## config.mk

```make
export PLATFORM = sky130hd
export DESIGN_NAME = axi_chan_stream_mux
export DESIGN_NICKNAME = d
export VERILOG_FILES = /design/src/rtl/axi_chan_stream_pkg.sv /design/src/rtl/chan_fifo.sv /design/src/rtl/axi_chan_stream_mux.sv
export SDC_FILE = /design/constraint.sdc
export NUM_CORES = 1
export LEC_CHECK = 0
export ABC_CLOCK_PERIOD_IN_PS = 9900
export CORE_MARGIN = 2
export CORE_UTILIZATION = 58
export DETAILED_ROUTE_END_ITERATION = 6
export PLACE_DENSITY_LB_ADDON = 0.25
export SLEW_MARGIN = 20
export SYNTH_ARGS = -nofsm -noshare
export SYNTH_HDL_FRONTEND = slang
export SYNTH_SLANG_ARGS = --single-unit
export TNS_END_PERCENT = 50
```

## constraint.sdc

```tcl
create_clock -name aclk -period 9.9 [get_ports aclk]
set_input_delay 0.99 -clock aclk [delete_from_list [all_inputs] [get_ports aclk]]
set_output_delay 0.99 -clock aclk [all_outputs]
set_load 0.05 [all_outputs]
```

## src/rtl/axi_chan_stream_pkg.sv

```systemverilog
`default_nettype none
// ============================================================================
//  Module   : axi_chan_stream_pkg
//  Brief    : Shared constants and types for the AXI channel stream mux.
//  Revision : 1.0 - initial release
// ============================================================================
package axi_chan_stream_pkg;

    // Default channel ordering for a full AXI4 tap set
    localparam int CH_AR = 0;
    localparam int CH_AW = 1;
    localparam int CH_R  = 2;
    localparam int CH_W  = 3;
    localparam int CH_B  = 4;

    localparam int NUM_STD_CH = CH_B + 1;
    localparam int TDEST_W    = 3;

    typedef enum logic [0:0] {
        ARB_RR    = 1'b0,
        ARB_FIXED = 1'b1
    } arb_mode_e;

    // Per-beat sideband. The payload width is a module parameter, so the top
    // wraps this together with the data into its own beat struct.
    typedef struct packed {
        logic last;
        logic drop;
    } beat_tag_t;

endpackage

`default_nettype wire

```

## src/rtl/chan_fifo.sv

```systemverilog
`default_nettype none
// ============================================================================
//  Module   : chan_fifo
//  Brief    : Small synchronous FIFO with push/pop/flush and full/empty flags.
//             A push while full is accepted only if a pop happens in the same
//             cycle. Flush has priority over push and pop.
//  Revision : 1.0 - initial release
// ============================================================================
module chan_fifo #(
    parameter int WIDTH = 8,
    parameter int DEPTH = 4
) (
    input  logic             clk,
    input  logic             rst_n,
    input  logic             i_push,
    input  logic             i_pop,
    input  logic             i_flush,
    input  logic [WIDTH-1:0] i_wdata,
    output logic [WIDTH-1:0] o_rdata,
    output logic             o_full,
    output logic             o_empty
);

    localparam int             c_ptr_w = (DEPTH > 1) ? $clog2(DEPTH) : 1;
    localparam logic [c_ptr_w:0] c_full_cnt = DEPTH[c_ptr_w:0];

    logic [WIDTH-1:0]   r_mem [DEPTH];
    logic [c_ptr_w-1:0] r_wr_ptr;
    logic [c_ptr_w-1:0] r_rd_ptr;
    logic [c_ptr_w:0]   r_count;
    logic               w_do_push;
    logic               w_do_pop;

    assign o_empty   = (r_count == '0);
    assign o_full    = (r_count == c_full_cnt);
    assign w_do_pop  = i_pop & ~o_empty & ~i_flush;
    assign w_do_push = i_push & (~o_full | w_do_pop) & ~i_flush;
    assign o_rdata   = r_mem[r_rd_ptr];

    // Pointer and occupancy tracking; depth is a power of two so pointers wrap naturally
    always_ff @(posedge clk or negedge rst_n) begin
        if (!rst_n) begin
            r_wr_ptr <= '0;
            r_rd_ptr <= '0;
            r_count  <= '0;
        end else if (i_flush) begin
            r_wr_ptr <= '0;
            r_rd_ptr <= '0;
            r_count  <= '0;
        end else begin
            if (w_do_push) r_wr_ptr <= r_wr_ptr + 1'b1;
            if (w_do_pop)  r_rd_ptr <= r_rd_ptr + 1'b1;
            case ({w_do_push, w_do_pop})
                2'b10:   r_count <= r_count + 1'b1;
                2'b01:   r_count <= r_count - 1'b1;
                default: r_count <= r_count;
            endcase
        end
    end

    // Storage array, no reset needed since occupancy gates every read
    always_ff @(posedge clk) begin
        if (w_do_push) r_mem[r_wr_ptr] <= i_wdata;
    end

endmodule

`default_nettype wire

```

## src/rtl/axi_chan_stream_mux.sv

```systemverilog
`default_nettype none
// ============================================================================
//  Module   : axi_chan_stream_mux
//  Brief    : Buffers N monitored AXI channel taps in per-channel FIFOs and
//             merges them onto one AXI4-Stream master with round-robin or
//             fixed-priority arbitration, optional packet locking, source
//             tagging on tdest and saturating per-channel drop counters.
//  Revision : 1.0 - initial release
// ============================================================================
module axi_chan_stream_mux
    import axi_chan_stream_pkg::*;
#(
    parameter int NUM_CH     = NUM_STD_CH,
    parameter int DATA_W     = 64,
    parameter int FIFO_DEPTH = 4,
    parameter int ARB_MODE   = 0,
    parameter int PKT_LOCK   = 1,
    parameter int CNT_W      = 16
) (
    input  logic                      aclk,
    input  logic                      aresetn,
    input  logic [NUM_CH-1:0]         ch_fire,
    input  logic [NUM_CH*DATA_W-1:0]  ch_data,
    input  logic [NUM_CH-1:0]         ch_last,
    input  logic [NUM_CH-1:0]         ch_enable,
    output logic                      m_axis_tvalid,
    input  logic                      m_axis_tready,
    output logic [DATA_W-1:0]         m_axis_tdata,
    output logic [TDEST_W-1:0]        m_axis_tdest,
    output logic                      m_axis_tlast,
    output logic                      m_axis_tuser,
    output logic [NUM_CH*CNT_W-1:0]   drop_count
);

    localparam int        c_idx_w    = (NUM_CH > 1) ? $clog2(NUM_CH) : 1;
    localparam arb_mode_e c_arb_mode = (ARB_MODE == 1) ? ARB_FIXED : ARB_RR;

    typedef struct packed {
        logic [DATA_W-1:0] data;
        beat_tag_t         tag;
    } beat_t;

    localparam int c_beat_w = $bits(beat_t);

    logic [NUM_CH-1:0]  w_push;
    logic [NUM_CH-1:0]  w_pop;
    logic [NUM_CH-1:0]  w_full;
    logic [NUM_CH-1:0]  w_empty;
    logic [NUM_CH-1:0]  w_drop;
    logic [NUM_CH-1:0]  w_cand;
    logic [NUM_CH-1:0]  w_drop_flag;
    beat_t              w_rd_beat [NUM_CH];
    beat_t              w_sel;

    logic               w_load_en;
    logic               w_grant_valid;
    logic [c_idx_w-1:0] w_grant_idx;
    logic [c_idx_w-1:0] w_scan_idx;

    logic               r_tvalid;
    logic [DATA_W-1:0]  r_tdata;
    logic [TDEST_W-1:0] r_tdest;
    logic               r_tlast;
    logic               r_tuser;
    logic               r_lock;
    logic [c_idx_w-1:0] r_lock_idx;
    logic [c_idx_w-1:0] r_rr_ptr;

    for (genvar gi = 0; gi < NUM_CH; gi++) begin : g_ch
        beat_t            w_wr_beat;
        logic             r_flag;
        logic [CNT_W-1:0] r_cnt;

        // Enable low is the flush; capture only counts while enabled
        assign w_push[gi]         = ch_fire[gi] & ch_enable[gi];
        assign w_drop[gi]         = w_push[gi] & w_full[gi] & ~w_pop[gi];
        assign w_cand[gi]         = ~w_empty[gi] & ch_enable[gi];
        assign w_wr_beat.data     = ch_data[gi*DATA_W +: DATA_W];
        assign w_wr_beat.tag.last = ch_last[gi];
        assign w_wr_beat.tag.drop = r_flag;
        assign w_drop_flag[gi]    = r_flag;
        assign drop_count[gi*CNT_W +: CNT_W] = r_cnt;

        chan_fifo #(
            .WIDTH (c_beat_w),
            .DEPTH (FIFO_DEPTH)
        ) u_fifo (
            .clk     (aclk),
            .rst_n   (aresetn),
            .i_push  (w_push[gi]),
            .i_pop   (w_pop[gi]),
            .i_flush (~ch_enable[gi]),
            .i_wdata (w_wr_beat),
            .o_rdata (w_rd_beat[gi]),
            .o_full  (w_full[gi]),
            .o_empty (w_empty[gi])
        );

        // Sticky drop flag and saturating drop counter; an accepted push clears the flag
        always_ff @(posedge aclk or negedge aresetn) begin
            if (!aresetn) begin
                r_flag <= 1'b0;
                r_cnt  <= '0;
            end else if (w_drop[gi]) begin
                r_flag <= 1'b1;
                if (r_cnt != '1) r_cnt <= r_cnt + 1'b1;
            end else if (w_push[gi]) begin
                r_flag <= 1'b0;
            end
        end
    end

    assign w_load_en = ~r_tvalid | m_axis_tready;
    assign w_sel     = w_rd_beat[w_grant_idx];

    // Grant selection: a held lock pins the grant (stalling if that FIFO is empty),
    // otherwise scan from the lowest index or from one past the last grant
    always_comb begin
        w_grant_valid = 1'b0;
        w_grant_idx   = '0;
        w_scan_idx    = '0;
        if (r_lock) begin
            if (w_cand[r_lock_idx]) begin
                w_grant_valid = 1'b1;
                w_grant_idx   = r_lock_idx;
            end
        end else begin
            for (int k = 0; k < NUM_CH; k++) begin
                if (c_arb_mode == ARB_FIXED) begin
                    w_scan_idx = c_idx_w'(k);
                end else begin
                    w_scan_idx = c_idx_w'((int'(r_rr_ptr) + k + 1) % NUM_CH);
                end
                if (!w_grant_valid && w_cand[w_scan_idx]) begin
                    w_grant_valid = 1'b1;
                    w_grant_idx   = w_scan_idx;
                end
            end
        end
    end

    // Pop the granted FIFO whenever its head moves into the output register
    always_comb begin
        w_pop = '0;
        if (w_load_en && w_grant_valid) w_pop[w_grant_idx] = 1'b1;
    end

    // Output register, round-robin pointer and packet lock
    always_ff @(posedge aclk or negedge aresetn) begin
        if (!aresetn) begin
            r_tvalid   <= 1'b0;
            r_tdata    <= '0;
            r_tdest    <= '0;
            r_tlast    <= 1'b0;
            r_tuser    <= 1'b0;
            r_lock     <= 1'b0;
            r_lock_idx <= '0;
            r_rr_ptr   <= c_idx_w'(NUM_CH - 1);
        end else begin
            if (w_load_en) begin
                r_tvalid <= w_grant_valid;
                if (w_grant_valid) begin
                    r_tdata  <= w_sel.data;
                    r_tdest  <= TDEST_W'(w_grant_idx);
                    r_tlast  <= w_sel.tag.last;
                    r_tuser  <= w_sel.tag.drop;
                    r_rr_ptr <= w_grant_idx;
                    if (PKT_LOCK != 0) begin
                        r_lock     <= ~w_sel.tag.last;
                        r_lock_idx <= w_grant_idx;
                    end
                end
            end
            // A disabled lock owner cannot be granted, so this never races a load
            if (r_lock && !ch_enable[r_lock_idx]) r_lock <= 1'b0;
        end
    end

    assign m_axis_tvalid = r_tvalid;
    assign m_axis_tdata  = r_tdata;
    assign m_axis_tdest  = r_tdest;
    assign m_axis_tlast  = r_tlast;
    assign m_axis_tuser  = r_tuser;

endmodule

`default_nettype wire

```

After elaboration in Yosys (flattened, before gate mapping)
Memory sizes are Yosys's and may differ from the RTL's. Cells that the tools add are included.

RAM bits: 1320. Output and inout bits: 150. Logic and storage cells: 310. Memories: 5. Register bits after elaboration: 194.

$add $sub $neg: 33. Equal/unequal tests: 35. Bitwise logic cells: 64. Mux-type cells: 96. Magnitude comparators: 9. Divide/modulo/power cells: 5. Reductions and logical operators: 31.

Memories: g_ch[0].u_fifo.r_mem (words 4, width 66, read ports 1, clocked after memory_dff 0, write ports 1, line chan_fifo.sv:27) `logic [WIDTH-1:0] r_mem [DEPTH];`; g_ch[1].u_fifo.r_mem (words 4, width 66, read ports 1, clocked after memory_dff 0, write ports 1, line chan_fifo.sv:27); g_ch[2].u_fifo.r_mem (words 4, width 66, read ports 1, clocked after memory_dff 0, write ports 1, line chan_fifo.sv:27); g_ch[3].u_fifo.r_mem (words 4, width 66, read ports 1, clocked after memory_dff 0, write ports 1, line chan_fifo.sv:27); g_ch[4].u_fifo.r_mem (words 4, width 66, read ports 1, clocked after memory_dff 0, write ports 1, line chan_fifo.sv:27).

Operators with widths (count): binary-select mux 66 bit (select 3 bit) (1); modulo 32 x 4 -> 32 bit (second input constant) (5); 2-to-1 mux 66 bit (2); adder 16 x 1 -> 16 bit (second input constant) (5); != test 16 bit (second input constant) (5); 2-to-1 mux 3 bit (17); 2-to-1 mux 1 bit (42); bitwise AND 1 bit (40); 2-to-1 mux 2 bit (20); case mux 3 bit (2 select lines) (5); < comparator 3 x 4 -> 1 bit (second input constant) (7); binary-select mux 1 bit (select 3 bit) (7); adder 2 x 1 -> 2 bit (second input constant) (10); adder 4 x 1 -> 5 bit (second input constant) (4); != test 2 x 1 -> 1 bit (second input constant) (10); NOT 1 bit (17); adder 3 x 1 -> 3 bit (second input constant) (5); == test 3 bit (second input constant) (5); zero test 3 bit (5); != test 3 x 1 -> 1 bit (second input constant) (5); subtractor 3 x 1 -> 3 bit (second input constant) (5); AND reduction 2 bit (7); nonzero test 2 bit (7); == test 2 x 1 -> 1 bit (second input constant) (5); other kinds (12) (32).

Depth between registers and ports, before layout
Gate-level depths: netlist of the first run.

Depth in word-level cells: 36. Depth in mapped cells: 30. Gate-level depth less buffers: 25.

Modules after synthesis
A second synthesis of the first run with hierarchy kept.

Cells, all modules: 3344. Area, all modules: 61820.5 um^2.

Modules (own cells, without submodules): chan_fifo at g_ch[1].u_fifo ... (cells each 409, area an instance 10073.4 um^2, sequential area each 8102.8 um^2, times used 4); axi_chan_stream_mux (cells each 1299, area an instance 11404.7 um^2, sequential area each 3930.0 um^2, times used 1); chan_fifo at g_ch[0].u_fifo (cells each 409, area an instance 10122.2 um^2, sequential area each 8102.8 um^2, times used 1).

Worst setup path after synthesis of the first run
OpenSTA, ideal clock, no wires.

Kind: register to register. Start point: register r_lock_idx[0]. End point: memory g_ch[1].u_fifo.r_mem[0][0] (netlist name) (enable). Arrival: 7353 ps. Cell stages (with the launch flop): 27. Slack: 2116 ps. Buffers on the path: 5. Setup time: 431 ps. Cell sequence: dfrtp_1 clkbuf_1 inv_1 clkbuf_1 buf_1 ha_1 clkbuf_1 inv_1 ha_1 nor2_1 a211o_1 and2_1 inv_1 ha_1 nor2b_1 a21oi_1 o2bb2ai_1 mux2_2 o221ai_1 and4bb_1 nand2_4 o31a_1 nand3_1 buf_2 a31oi_1 nor2_1 and2_1.

Cells in the longest elaborated chain, start to end: 16. Elaborated cells between the ends (all ways): 20. Classes of those cells: order compare: 2; mux: 11; bitwise: 5; reduce/logical: 2.

Ends and longest elaborated chain: start, declared (line axi_chan_stream_mux.sv:66) `logic [c_idx_w-1:0] r_lock_idx;`; start signal, assigned (line axi_chan_stream_mux.sv:170) `r_lock_idx <= w_grant_idx;`; binary-select mux 1 bit (select 3 bit) (line axi_chan_stream_mux.sv:123) `if (w_cand[r_lock_idx]) begin`; 2-to-1 mux 1 bit (implied by the code) (line axi_chan_stream_mux.sv:123); 2-to-1 mux 3 bit (line axi_chan_stream_mux.sv:123); 2-to-1 mux 3 bit (line axi_chan_stream_mux.sv:122) `if (r_lock) begin`; < comparator 3 x 4 -> 1 bit (implied by the code) or greater-or-equal comparator 3 x 1 -> 1 bit (tied branches) (line axi_chan_stream_mux.sv:145) `if (w_load_en && w_grant_valid) w_pop[w_grant_idx] = 1'b1;`; logical AND 1 bit (implied by the code) (line axi_chan_stream_mux.sv:145); 2-to-1 mux 1 bit (implied by the code) (line axi_chan_stream_mux.sv:145); demux 1 bit (select 3 bit) (line axi_chan_stream_mux.sv:145); 2-to-1 mux 5 bit * (line axi_chan_stream_mux.sv:145); bitwise AND 1 bit * (2 in a row) (line chan_fifo.sv:36) `assign w_do_pop = i_pop & ~o_empty & ~i_flush;`; OR 1 bit * (line chan_fifo.sv:37) `assign w_do_push = i_push & (~o_full | w_do_pop) & ~i_flush;`; bitwise AND 1 bit * (2 in a row) (line chan_fifo.sv:37); 2-to-1 mux 1 bit * (line chan_fifo.sv:63) `if (w_do_push) r_mem[r_wr_ptr] <= i_wdata;`; 2-to-1 mux 1 bit (implied by the code) * (line chan_fifo.sv:63); end, declared (line chan_fifo.sv:27).

Mark *: on every way between the ends. The rest lies on a longest branch, timed or not. The select of a mux whose other input is x is not followed.

Worst setup path in the final report of the first run
Start point: register r_lock_idx[1]. End point: memory g_ch[2].u_fifo.r_mem[2][36] (netlist name) (enable).

Cells in the longest elaborated chain, start to end: 16. Elaborated cells between the ends (all ways): 20. Classes of those cells: order compare: 2; mux: 11; bitwise: 5; reduce/logical: 2.

Ends and longest elaborated chain (line): binary-select mux 1 bit (select 3 bit) (axi_chan_stream_mux.sv:123); 2-to-1 mux 1 bit (implied by the code) (axi_chan_stream_mux.sv:123); 2-to-1 mux 3 bit (axi_chan_stream_mux.sv:123); 2-to-1 mux 3 bit (axi_chan_stream_mux.sv:122); < comparator 3 x 4 -> 1 bit (implied by the code) or greater-or-equal comparator 3 x 1 -> 1 bit (tied branches) (axi_chan_stream_mux.sv:145); logical AND 1 bit (implied by the code) (axi_chan_stream_mux.sv:145); 2-to-1 mux 1 bit (implied by the code) (axi_chan_stream_mux.sv:145); demux 1 bit (select 3 bit) (axi_chan_stream_mux.sv:145); 2-to-1 mux 5 bit * (axi_chan_stream_mux.sv:145); bitwise AND 1 bit * (2 in a row) (chan_fifo.sv:36); OR 1 bit * (chan_fifo.sv:37); bitwise AND 1 bit * (2 in a row) (chan_fifo.sv:37); 2-to-1 mux 1 bit * (chan_fifo.sv:63); 2-to-1 mux 1 bit (implied by the code) * (chan_fifo.sv:63); end, declared (chan_fifo.sv:27).

Marks and branches as above.

==> summary.txt, run 1 <==
VDD IR max: 0.747 mV
Asr flop ratio synth: 12.7%
Die Width: 328 µm
Setup TNS: 0 ns
Pins Over Slew Limit: 0
Worst Clk Skew: 0.0397 ns
Crit end category: flop
Routability cong.: 0.952
Drt wl/cell: 29.7 µm
Min cycle time layout: 7.66 ns
Dpl ws: 2.35 ns
Final Hold Fails: 0
Total Routing Usage GR: 29.0%
Endpoints failing setup: 0
Final #Nets: 4072
IO Pins: 488
Worst-Margin Slew: 1.09 ns
Required time worst endpoint: 10.36 ns
Worst-Skew Late Latency: 0.78 ns
Top cells by area, synth: edfxtp_1 (65%), mux4_2 (12%), dfrtp_1 (7.8%)
Input/output buffers: 487
HPWL after DPL: 104000 µm
Post-route ant nets: 0
Grt total ovfl: 0
Syn Nets: 3543
Placed cell areas: 0.0678 mm²
Largest net degree at the start of global routing: 92
Root buf cell: clkbuf_16
Area growth syn-to-layout: 19.0%
Drt via density: 6.29
Synthesized area: 0.0610 mm²
Clock slew at reported path FFs: 0.06 ns
Final WS setup: 2.24 ns
Max FO, Critical Path: 37
Global-route wire length before repair: 225000 µm
Status: finished, final reports clean
Worst setup SP type: flop
Post-route design area: 0.0727 mm²
Min-delay worst type: in2async
Post-Syn Instances: 3145
Avg Cell Area, Syn: 19.4 µm²
Starting Density: 58.2%
Initial DRC Count: 3184
Crit path kind: reg2reg
CTS tree: yes
Depth of the CTS H-tree: 4
DR vias: 32702
RSZ-0062 raised after global routing: no
Clock buffer depth: 3
Period Utilization, post-route: 77.3%
Layout cells sized above 1: 17.9%
Yosys top cell area share: 64.9%
Ys flop type: edfxtp_1
Seq/Total Area, Yosys: 72.8%
Total power: 23.3 mW
Post-CTS sizing: 0
Max frequency: 0.131 GHz
Dominant cell type by area after synthesis: edfxtp_1
Final Util: 69.3%
MaxCap Viol Count: 0
Crit path DAT: 8.12 ns
Initial antenna violation count: 37
Die Footprint: 0.108 mm²
Final WL: 154000 µm
Total clock sinks: 1512
Synth cell types: 90
Core box area: 0.105 mm²
Power Density: 321 mW/mm²
Post-synth EDFFs: 1320
Max-slew headroom: 27.6%
Residual DRC: 0
Hold buffers post-CTS: 0
Ys Warns: 0
Synth cell count leaders: edfxtp_1 (1320), mux4_2 (336), dfrtp_1 (191), mux2i_1 (155), clkbuf_1 (125)
Post CTS Setup Buffer Count: 0
Site Rows: 119
TritonCTS buffer count: 150
Cell with the most instances after synthesis: edfxtp_1
Leakage: 24.1 nW
Number of synthesized register bits: 1512
DRT Pass-1 Iters: 7
Chip height: 328 µm
Vias in the first global route: 33767
==> state kept, by name, summed over array words and instances, names as in the netlist <==
signal	count
r_rr_ptr	1
r_lock_idx	3
m_axis_tdata	64
g_ch.u_fifo.r_rd_ptr	10
g_ch.u_fifo.r_mem	1320
g_ch.r_flag	5
m_axis_tuser	1
g_ch.u_fifo.r_count	15
m_axis_tlast	1
m_axis_tvalid	1
r_lock	1
g_ch.u_fifo.r_wr_ptr	10
g_ch.r_cnt	80
==> layer usage <==
| layer | GRT usage, % | share of wire [%] | vias up |
|---|---|---|---|
| met5 | 0 | 0.17 | - |
| met4 | 10.6 | 3.6 | 40 |
| met2 | 49.0 | 51 | 1441 |
| li1 | - | - | 13947 |
| met1 | 36.4 | 36 | 16996 |
| met3 | 7.57 | 8.5 | 278 |
==> cells in the final DEF (no fill, tap or decap), types with 19 or more instances in the layout <==
master           instances
o2bb2ai_1               69
clkbuf_1                42
edfxtp_1              1320
nor3_1                  29
buf_4                   36
mux2i_1                155
inv_1                   49
clkinv_2                21
nand4_1                 27
nor2_1                  59
ha_1                    54
and3_1                  27
clkbuf_16              150
o22a_1                  66
xnor2_1                 49
clkdlybuf4s50_1        486
dfrtp_1                181
clkinv_1                26
a21oi_1                 23
o21ai_0                 94
xor2_1                  39
nand2_1                 90
nand3_1                 49
buf_12                  19
mux4_2                 336
==> worst max-delay path: stages, from the launching register on <==
cell and delay [ns]:
dfrtp_1 0.50, inv_1 0.41, ha_1 0.36, xor2_1 0.56, ha_1 0.32, nor3b_1 0.07, a22oi_1 0.23, and2_1 0.24
inv_1 0.08, ha_1 0.22, nor2b_1 0.14, a21oi_1 0.11, o2bb2ai_1 0.32, mux2_2 0.40, o221ai_1 0.35, and4bb_1 0.34
a41oi_1 0.32, a21oi_2 0.71, nand3_1 0.29, a21oi_1 0.42, and2_4 0.61, buf_12 0.30
==> through the flow <==
step / std cells / hold slack [ns]
2_1_floorplan: 3145 / 0.471
3_3_place_gp: 4913 / 0.475
3_5_place_dp: 4913 / 0.487
4_1_cts: 5189 / 0.147
5_1_grt: 5195 / 0.154
6_report: 5202 / 0.139
==> power breakdown <==
part	switching, mW	total (mW)	internal (mW)
Combinational	6.12	9.72	3.61
Sequential	0.460	7.99	7.53
Clock	2.43	5.58	3.15
Total	9.00	23.3	14.3
==> layout make-up <==
| type | count | area [µm²] |
|---|---|---|
| Clock buffer | 198 | 3990 |
| Tap cell | 1391 | 1740 |
| Timing Repair Buffer | 542 | 5530 |
| Antenna cell | 13 | 32.5 |
| Clock inverter | 78 | 870 |
| Inverter | 50 | 188 |
| Multi-Input combinational cell | 1418 | 15800 |
| Fill cell | 6522 | 32200 |
| Sequential cell | 1512 | 44500 |
==> worst paths after layout <==
path | end | startpoint | slack [ns] | cells past startpoint
worst max-delay path | g_ch[2].u_fifo.r_mem[2][36] | r_lock_idx[1] | 2.24 | 21
worst min-delay path | g_ch[0].r_cnt[6] | aresetn | 0.14 | 1
worst max register to register | g_ch[2].u_fifo.r_mem[2][36] | r_lock_idx[1] | 2.24 | 21
worst min register to register | g_ch[4].r_cnt[6] | g_ch[4].r_cnt[6] | 0.49 | 1
max in group asynchronous | g_ch[4].u_fifo.r_rd_ptr[1] | aresetn | 8.14 | 2
min in group aclk | g_ch[4].r_cnt[6] | g_ch[4].r_cnt[6] | 0.49 | 1
==> cell families after synthesis <==
group | share of synthesized area (%)
AO/OA/AOI/OAI | 4.74
flip-flops | 72.8
adder cells (fa/ha/maj) | 1.30
XOR/XNOR | 1.32
AND/OR/NAND/NOR | 3.25
buffers and inverters | 1.41
multiplexers | 15.2
Power figures use the tool's default switching activity.
==> inputs of run 2 (changes only) <==
--- a/config.mk
+++ b/config.mk
@@ -5,7 +5,7 @@
 export SDC_FILE = /design/constraint.sdc
 export NUM_CORES = 1
 export LEC_CHECK = 0
-export ABC_CLOCK_PERIOD_IN_PS = 9900
+export ABC_CLOCK_PERIOD_IN_PS = 7530
 export CORE_MARGIN = 2
 export CORE_UTILIZATION = 58
 export DETAILED_ROUTE_END_ITERATION = 6
==> constraint.sdc (replaced) <==
create_clock -name aclk -period 7.53 [get_ports aclk]
set_input_delay 0.753 -clock aclk [delete_from_list [all_inputs] [get_ports aclk]]
set_output_delay 0.753 -clock aclk [all_outputs]
set_load 0.05 [all_outputs]
==> run 2 against run 1 <==
Against the previous run: sequential share of layout area decreased by 0.052 points; setup slack got worse by 1.9 ns; largest cell class unchanged; flip-flop and latch count unchanged; highest routed layer unchanged; via count fell by 0.33%; die area did not move.
==> summary.txt, run 2 (synthesis results as in run 1) <==
Buf+Inv Stages, Crit Path: 4
Placed cell count: 4923
TritonCTS buffer count: 148
Most common cell after layout, fill and taps aside: edfxtp_1
Final #Nets: 4084
Critical-path top delay cell: and2_2
Worst-Skew Late Latency: 0.77 ns
Area growth syn-to-layout: 19.1%
Total power: 30.4 mW
Leakage: 24.1 nW
Worst Clk Skew: 0.0188 ns
Post-route ant nets: 0
Crit path kind: reg2reg
Input/output buffers: 487
Vias in the first global route: 33761
Die Footprint: 0.108 mm²
Residual DRC: 0
Initial antenna violation count: 46
Routability cong.: 0.930
Largest net degree at the start of global routing: 125
Layout cells sized above 1: 18.1%
Max frequency: 0.140 GHz
Min-delay worst type: in2async
Worst R2R Setup Slack: 0.37 ns
Endpoints failing setup: 0
Crit path max-delay family: simple AND/OR/NAND/NOR gates
Min cycle time layout: 7.16 ns
Total Routing Usage GR: 28.9%
Core box area: 0.105 mm²
Most flops, register: g_ch.u_fifo.r_mem
Die Width: 328 µm
Final Hold Fails: 0
Final WL: 154000 µm
Clock slew at reported path FFs: 0.06 ns
Reg-to-reg endpoint: g_ch[0].u_fifo.r_mem[0][6]
Global-route wire length before repair: 225000 µm
Max reg flops: 1320
Clock buffer depth: 3
R2R depth: 23
Crit-path max cell delay: 0.65 ns
Starting Density: 58.2%
Crit path DAT: 7.62 ns
Max FO, Critical Path: 19
Power Density: 418 mW/mm²
Initial DRC Count: 3432
VDD IR max: 1.03 mV
FILL cells: 6537
RR Startpoint: r_lock_idx[1]
HPWL after DPL: 104000 µm
Drt via density: 6.25
Dpl ws: 0.492 ns
Most used cell, CP: ha_1
Grt total ovfl: 0
Crit end category: flop
Max-slew headroom: 26.3%
Worst-Margin Slew: 1.11 ns
MaxCap Viol Count: 0
Required time worst endpoint: 7.99 ns
DRT Pass-1 Iters: 6
Status: finished, final reports clean
Site Rows: 119
Setup TNS: 0 ns
Commonest cells after routing, fill and taps aside: edfxtp_1 (1320), clkdlybuf4s50_1 (486), mux4_2 (336)
Worst setup SP type: flop
Crit-path cells: inv_1, ha_1, xor2_1, buf_4, ha_1, nor2_1, a211o_1, and2_1, inv_1, ha_1, nor2b_1, a21oi_1, o2bb2ai_1, mux2_2, o221ai_1, and4bb_1, nand2_4, o31ai_4, o221ai_4, or2_0, a21oi_1, and2_2, buf_4
Root buf cell: clkbuf_16
Depth of the CTS H-tree: 4
Period Utilization, post-route: 95.1%
Final Util: 69.4%
RSZ-0062 raised after global routing: yes
Total clock sinks: 1512
Drt wl/cell: 29.6 µm
IO Pins: 488
Chip height: 328 µm
Post-Layout Cell Count: 5219
Hold WS: 0.449 ns
Final WS setup: 0.367 ns
DR vias: 32594
Pins Over Slew Limit: 0
CTS tree: yes
Placed cell areas: 0.0679 mm²
Post-route design area: 0.0727 mm²
run 2: cell types whose count changed in the layout (fill, tap and decap cells not counted), sizes merged:
cell         previous run  this run
dlygate4sd3             0         1
inv                    60        58
diode                  13        20
clkinv                 56        53
clkbuf                198       199
clkinvlp                2         5
buf                    56        69
bufinv                 10         7
run 2: area by class of cell:
| type | instances | area (µm²) | area share [%] |
|---|---|---|---|
| inverters | 50 | 188 | 0.258 |
| well taps | 1391 | 1740 | 2.39 |
| repair buffers | 556 | 5770 | 7.93 |
| clock buffers | 199 | 3970 | 5.45 |
| multi-input cells | 1418 | 15800 | 21.8 |
| diodes | 20 | 50.0 | 0.0688 |
| clock inverters | 73 | 694 | 0.955 |
| flip-flops and latches | 1512 | 44500 | 61.2 |
run 2: worst register-to-register path, delay by kind of cell, from the launching register on:
kind	cells	cell delay, ns
compound gates	7	1.98
xor+xnor	1	0.18
fa+ha+maj	3	0.78
buf+inv	4	0.90
flops	1	0.55
mux	1	0.40
simple gates	7	2.08
run 2: per-layer routing:
| metal | vias up | GRT usage [%] | share of wire [%] | wire length, µm |
|---|---|---|---|---|
| met4 | 50 | 9.22 | 2.8 | 4280 |
| li1 | 13979 | - | - | - |
| met2 | 1282 | 49.8 | 52 | 80800 |
| met3 | 298 | 8.52 | 9.1 | 14000 |
| met1 | 16985 | 35.2 | 36 | 55100 |
| met5 | - | 0 | 0.21 | 319 |
run 2: worst max path at each step:
| stage | endpoint | slack, ns | startpoint | cells after the start |
|---|---|---|---|---|
| floorplan | g_ch[3].u_fifo.r_mem[0][0] | -0.18 | r_lock_idx[0] | 26 |
| global placement | g_ch[0].u_fifo.r_mem[2][11] | 0.64 | r_lock_idx[1] | 23 |
| detailed placement | g_ch[0].u_fifo.r_mem[2][11] | 0.49 | r_lock_idx[1] | 23 |
| CTS | g_ch[0].u_fifo.r_mem[2][11] | 0.46 | r_lock_idx[1] | 23 |
| global route | g_ch[0].u_fifo.r_mem[0][12] | -0.01 | r_lock_idx[0] | 20 |
| finish | g_ch[0].u_fifo.r_mem[0][6] | 0.37 | r_lock_idx[1] | 23 |
run 2: timing repair:
| item | in CTS | in global routing |
|---|---|---|
| gates resized for setup | 0 | 0 |
| hold endpoints to repair | 0 | 29 |
| buffers inserted | 0 | 0 |
| setup endpoints to repair | 0 | 17 |
| hold buffers | 0 | 1 |
run 2: where the power goes:
part | internal [mW] | switching [mW]
clock | 3.98 | 3.14
combinational | 4.81 | 7.95
sequential | 9.90 | 0.595
